$ cat config.mk
export PLATFORM = sky130hd
export DESIGN_NAME = multitau_mac_sched
export DESIGN_NICKNAME = d
export VERILOG_FILES = /design/src/rtl/multitau_mac_sched.sv
export SDC_FILE = /design/constraint.sdc
export NUM_CORES = 2
export LEC_CHECK = 0
export CAP_MARGIN = 25
export CORE_UTILIZATION = 65
export DETAILED_ROUTE_END_ITERATION = 12
export PLACE_DENSITY = 0.83
export SYNTH_ARGS = -nofsm -noshare
export SYNTH_HDL_FRONTEND = slang
export SYNTH_SLANG_ARGS = --single-unit
$ cat constraint.sdc
create_clock -name clk -period 6.8 [get_ports clk]
set_input_delay 1.36 -clock clk [delete_from_list [all_inputs] [get_ports clk]]
set_output_delay 1.36 -clock clk [all_outputs]
set_load 0.1 [all_outputs]
$ cat src/rtl/multitau_mac_sched.sv
// Sequencer for a 128-lag RAM-based MAC correlator bank: sample history, bank control, host read arbitration.
// Optional DROP_CNT_EN adds a saturating drop_cnt output counting discarded samples.
module multitau_mac_sched #(
  parameter int NLAG   = 128,
  parameter int AW     = 7,
  parameter int DW     = 8,
  parameter int OW     = 32,
  parameter int RD_LAT = 3
) (
  input  logic          clk,
  input  logic          rst_n,
  input  logic          sample_valid,
  input  logic [DW-1:0] sample,
  input  logic          clr_req,
  input  logic          rd_req,
  input  logic [AW-1:0] rd_addr,
  output logic          rd_valid,
  output logic [OW-1:0] rd_data,
  output logic          busy,
  output logic [31:0]   n_samples,
  output logic          drop,
`ifdef DROP_CNT_EN
  output logic [15:0]   drop_cnt,
`endif
  output logic          mac_sin,
  output logic          mac_clr,
  output logic          mac_read,
  output logic [AW-1:0] mac_raddr,
  output logic [DW-1:0] mac_A,
  output logic [DW-1:0] mac_B,
  input  logic [OW-1:0] mac_rdata
);

  // state | meaning
  // IDLE  | waiting; grants pending sample > clear > read
  // SIN   | shift pending sample into history, bank latches A
  // MAC   | sweep lags 0..NLAG-1 feeding hist[lag] as B
  // CLRP  | pulse bank clear, zero history and pass count
  // CLR   | wait out the bank's NLAG-cycle clear sweep
  // RD    | RD_LAT cycles of mac_read, then one release cycle
  typedef enum logic [2:0] {S_IDLE, S_SIN, S_MAC, S_CLRP, S_CLR, S_RD} state_t;

  localparam int TW = AW + 1;
  localparam logic [AW-1:0] LAG_LAST = AW'(NLAG - 1);

  state_t        state, state_next;
  logic [TW-1:0] tmr;
  logic [AW-1:0] lag;
  logic          pend_full;
  logic [DW-1:0] pend_data;
  logic          clr_pend;
  logic [DW-1:0] hist [NLAG];
  logic          blocked, accept, drop_now;

  assign blocked  = (state == S_CLRP) || (state == S_CLR);
  // SIN empties the slot this cycle, so a new sample may refill it
  assign accept   = sample_valid && !blocked && (!pend_full || state == S_SIN);
  assign drop_now = sample_valid && !accept;
  assign busy     = (state != S_IDLE);
  assign mac_B    = (state == S_MAC) ? hist[lag] : '0;

  always_ff @(posedge clk or negedge rst_n) begin
    if (!rst_n) state <= S_IDLE;
    else        state <= state_next;
  end

  always_comb begin
    state_next = state;
    mac_sin    = 1'b0;
    mac_clr    = 1'b0;
    mac_read   = 1'b0;
    mac_raddr  = '0;
    case (state)
      S_IDLE: begin
        // rd_valid guard stops a still-held rd_req from re-granting
        if (pend_full || sample_valid)  state_next = S_SIN;
        else if (clr_pend || clr_req)   state_next = S_CLRP;
        else if (rd_req && !rd_valid)   state_next = S_RD;
      end
      S_SIN: begin
        mac_sin    = 1'b1;
        state_next = S_MAC;
      end
      S_MAC:  if (lag == LAG_LAST) state_next = S_IDLE;
      S_CLRP: begin
        mac_clr    = 1'b1;
        state_next = S_CLR;
      end
      S_CLR:  if (tmr == '0) state_next = S_IDLE;
      S_RD: begin
        if (tmr != '0) begin
          mac_read  = 1'b1;
          mac_raddr = rd_addr;
        end else begin
          state_next = S_IDLE;
        end
      end
      default: state_next = S_IDLE;
    endcase
  end

  always_ff @(posedge clk or negedge rst_n) begin
    if (!rst_n) begin
      tmr       <= '0;
      lag       <= '0;
      pend_full <= 1'b0;
      pend_data <= '0;
      clr_pend  <= 1'b0;
      rd_valid  <= 1'b0;
      rd_data   <= '0;
      n_samples <= '0;
      drop      <= 1'b0;
      mac_A     <= '0;
      for (int i = 0; i < NLAG; i++) hist[i] <= '0;
    end else begin
      drop     <= drop_now;
      rd_valid <= 1'b0;

      if (state == S_CLRP) begin
        pend_full <= 1'b0;
      end else if (accept) begin
        pend_full <= 1'b1;
        pend_data <= sample;
      end else if (state == S_SIN) begin
        pend_full <= 1'b0;
      end

      if (state == S_IDLE && state_next == S_CLRP) clr_pend <= 1'b0;
      else if (clr_req)                            clr_pend <= 1'b1;

      case (state)
        S_IDLE: if (state_next == S_RD) tmr <= TW'(RD_LAT);
        S_SIN: begin
          mac_A   <= pend_data;
          lag     <= '0;
          hist[0] <= pend_data;
          for (int i = 1; i < NLAG; i++) hist[i] <= hist[i-1];
        end
        S_MAC: begin
          if (lag == LAG_LAST) begin
            if (n_samples != '1) n_samples <= n_samples + 32'd1;
          end else begin
            lag <= lag + AW'(1);
          end
        end
        S_CLRP: begin
          n_samples <= '0;
          tmr       <= TW'(NLAG - 1);
          for (int i = 0; i < NLAG; i++) hist[i] <= '0;
        end
        S_CLR: if (tmr != '0) tmr <= tmr - TW'(1);
        S_RD: begin
          if (tmr != '0) begin
            tmr <= tmr - TW'(1);
          end else begin
            rd_data  <= mac_rdata;
            rd_valid <= 1'b1;
          end
        end
        default: ;
      endcase
    end
  end

`ifdef DROP_CNT_EN
  always_ff @(posedge clk or negedge rst_n) begin
    if (!rst_n)                              drop_cnt <= '0;
    else if (state == S_CLRP)                drop_cnt <= '0;
    else if (drop_now && drop_cnt != '1)     drop_cnt <= drop_cnt + 16'd1;
  end
`endif

endmodule

==> results.json <==
{
  "gr-total-overflow": 0,
  "r2r-start": "state[0]",
  "track_usage_pct": 30.1,
  "crit_cells": 8,
  "clock_latency_ns": 0.69,
  "crit_fanout": 108,
  "cts_inserted_buffers": 113,
  "maxClockFrequency_mhz": 170,
  "outcome": "finished with violations",
  "skew_ns": 0.0178,
  "syn_to_final_growth_pct": 10.4,
  "drt-total-wl_mm": 123,
  "crit_chain": "buf_12 -> mux4_2 -> mux2i_1 -> and2_1 -> o311ai_0 -> nand3_1 -> o21ai_0 -> buf_4",
  "setup_viol": 0,
  "drt_pass1_iterations": 12,
  "leakagePower_nw": 24.1,
  "crit_slowest_cell": "dfrtp_4",
  "regArea_um2": 28200,
  "path_buf_inv": 2,
  "slew_headroom_pct": 23.2,
  "cp.arrival_ns": 4.51,
  "p_per_area_nw_per_um2": 340,
  "num_vias": 40659,
  "die-area_um2": 83000,
  "ys_warn_count": 0,
  "dp_worst_setup_slack_ns": 1.77,
  "cp_data_required_time_ns": 5.44,
  "die_w_um": 288,
  "ys_ff_latch": 1126,
  "coreArea_um2": 80700,
  "setup_tns_ns": 0,
  "dp_hpwl_mm": 70.1,
  "nets": 5650,
  "num_io_pins": 145,
  "crit_type": "reg2out",
  "clock_sinks": 1126,
  "start_util_pct": 65.9,
  "ff2ff_path_depth": 5,
  "vdd_drop_max_mv": 0.395,
  "globalplace.congestion": 0.826,
  "ys_seq_area_share_pct": 53.0,
  "path_delay_family": "compound AO/OA/AOI/OAI gates",
  "die_y_um": 288,
  "finalCritPeriodShare_pct": 86.3,
  "cp-end-kind": "output port",
  "grt_start_max_net_pins": 317,
  "clock_path_buffers": 3,
  "antenna_found_initial": 1,
  "critPathLaunch": "lag[1]",
  "fp-row-count": 104,
  "grt_pass1_wl_mm": 202,
  "timing.final.hold_violations": 0,
  "multi_input_area_um2": 23000,
  "diodes": 0,
  "synth_area_um2": 53200,
  "rsz0062_at_grt": "no",
  "hold_class": "reg2reg",
  "synthesis.nets": 5799,
  "cp-start-kind": "flip-flop",
  "setup_ws_ns": 0.932,
  "htreeDepth": 3,
  "slew_violations": 0,
  "postCtsSetupRepairBufs": 0,
  "synth_async_sr_flop_share_pct": 100,
  "clockRootBuffer": "clkbuf_16",
  "clkTransAtPathRegs_ns": 0.06,
  "yosysUniqueCellTypes": 59,
  "synthCells": 5744,
  "critPathMaxStageDelay_ns": 0.86,
  "synth_ff_type": "dfrtp_1",
  "reg2reg_slack_ns": 2.48,
  "violations": "DRC",
  "post_cts_resized": 0,
  "crit_path_end": "mac_B[6]",
  "synth_edf_count": 0,
  "viasPerCell": 6.03,
  "layout-drive-gt1-share_pct": 8.41,
  "io_buffers": 144,
  "route.detailed.drc": 34,
  "hold_ws_ns": 0.480,
  "final.min_clock_period_ns": 5.87,
  "tightest_slew_ns": 1.15,
  "synth_area_per_cell_um2": 9.26,
  "drtIter0Drc": 5012,
  "first_global_vias": 38784,
  "cts_tree": "built",
  "ant_nets": 0,
  "wl_per_cell_um": 18.2,
  "hold_buffers": 0,
  "drv_cap": 0,
  "worstReg2RegEnd": "hist[204]",
  "fillCellCount": 5478
}
-- kinds of logic after synthesis --
group	synth area share [%]
adder cells (fa/ha/maj)	0.0706
AO/OA/AOI/OAI	13.3
buffers and inverters	3.90
XOR/XNOR	0.494
AND/OR/NAND/NOR	16.9
multiplexers	12.4
flip-flops	53.0
-- per-stage QoR --
stage | instances | area, µm² | power, mW | utilization (%)
2_1_floorplan | 5744 | 53200 | 12.1 | -
3_3_place_gp | 6535 | 54700 | 13.4 | 67.7
3_5_place_dp | 6536 | 54700 | 13.4 | 67.8
4_1_cts | 6743 | 58600 | 19.9 | 72.6
5_1_grt | 6747 | 58700 | 20.8 | 72.8
6_report | 6747 | 58700 | 20.0 | 72.8
-- where the power goes --
group | total, mW | switching (mW) | internal, mW
Sequential | 7.28 | 0.372 | 6.91
Clock | 6.50 | 2.66 | 3.84
Combinational | 6.20 | 4.64 | 1.56
-- final cells by class --
type                       count  share of cell area [%]
inverter                      14                   0.102
clock inverter                47                   0.989
tap                         1060                    2.26
timing repair buffer         210                    3.79
clock buffer                 160                    5.70
multi-input combinational   4130                    39.1
sequential                  1126                    48.0
-- state kept, by name, summed over array words and instances (netlist names) --
name	cells
rd_valid	1
tmr	8
state	3
pend_full	1
rd_data	32
drop	1
n_samples	32
mac_A	8
pend_data	8
lag	7
hist	1024
clr_pend	1
-- worst register-to-register path, cell delays in order (launching register included) --
cell and delay, ns:
dfrtp_1 0.61, nand2b_4 0.55, buf_4 0.77, buf_12 0.72
buf_4 1.12, o21ai_0 0.37
-- how the worst min path moves through the flow --
stage / start / end / slack [ns] / cells after the start
CTS: hist[6] / hist[6] / 0.48 / 2
floorplan: hist[0] / hist[0] / 0.44 / 2
global route: rd_data[12] / rd_data[12] / 0.51 / 1
finish: hist[6] / hist[6] / 0.48 / 2
global placement: hist[6] / hist[6] / 0.46 / 2
detailed placement: hist[6] / hist[6] / 0.47 / 2
-- cells in the mapped netlist, types with 29 or more instances --
cell	number	area, µm²
mux2i_1	302	3020
clkbuf_1	388	1460
a22oi_1	60	450
nand2_1	2092	7850
mux4_2	134	3020
mux2_2	50	563
o21ai_0	1054	5280
a21oi_1	52	260
nand3_1	41	205
dfrtp_1	1126	28200
nor2_1	60	225
buf_4	29	218
o22ai_1	31	194
-- layout by cell type (no fill, tap or decap), types with 13 or more instances in the layout --
cell	n
a211oi_1	24
nor2b_1	13
a21oi_1	52
a31oi_1	22
clkbuf_16	115
xnor2_1	21
dfrtp_1	1121
o211ai_1	24
buf_12	18
mux4_2	134
nand3_1	40
clkbuf_1	15
o22ai_1	31
buf_4	52
o21ai_0	1054
clkinv_2	21
nor2_1	58
nor3_1	22
clkbuf_8	30
nand2_1	2091
mux2i_1	302
clkdlybuf4s50_1	135
a22oi_1	60
mux2_2	50
-- metal layers --
layer  share of wire [%]  up-vias  track usage, %
li1                    -    19119               -
met1                  43    19911            43.7
met2                  47     1400            47.0
met3                 6.9      229            4.45
met4                 2.8        0            10.0
met5                   0        -               0
(Power assumes the default switching activity.)
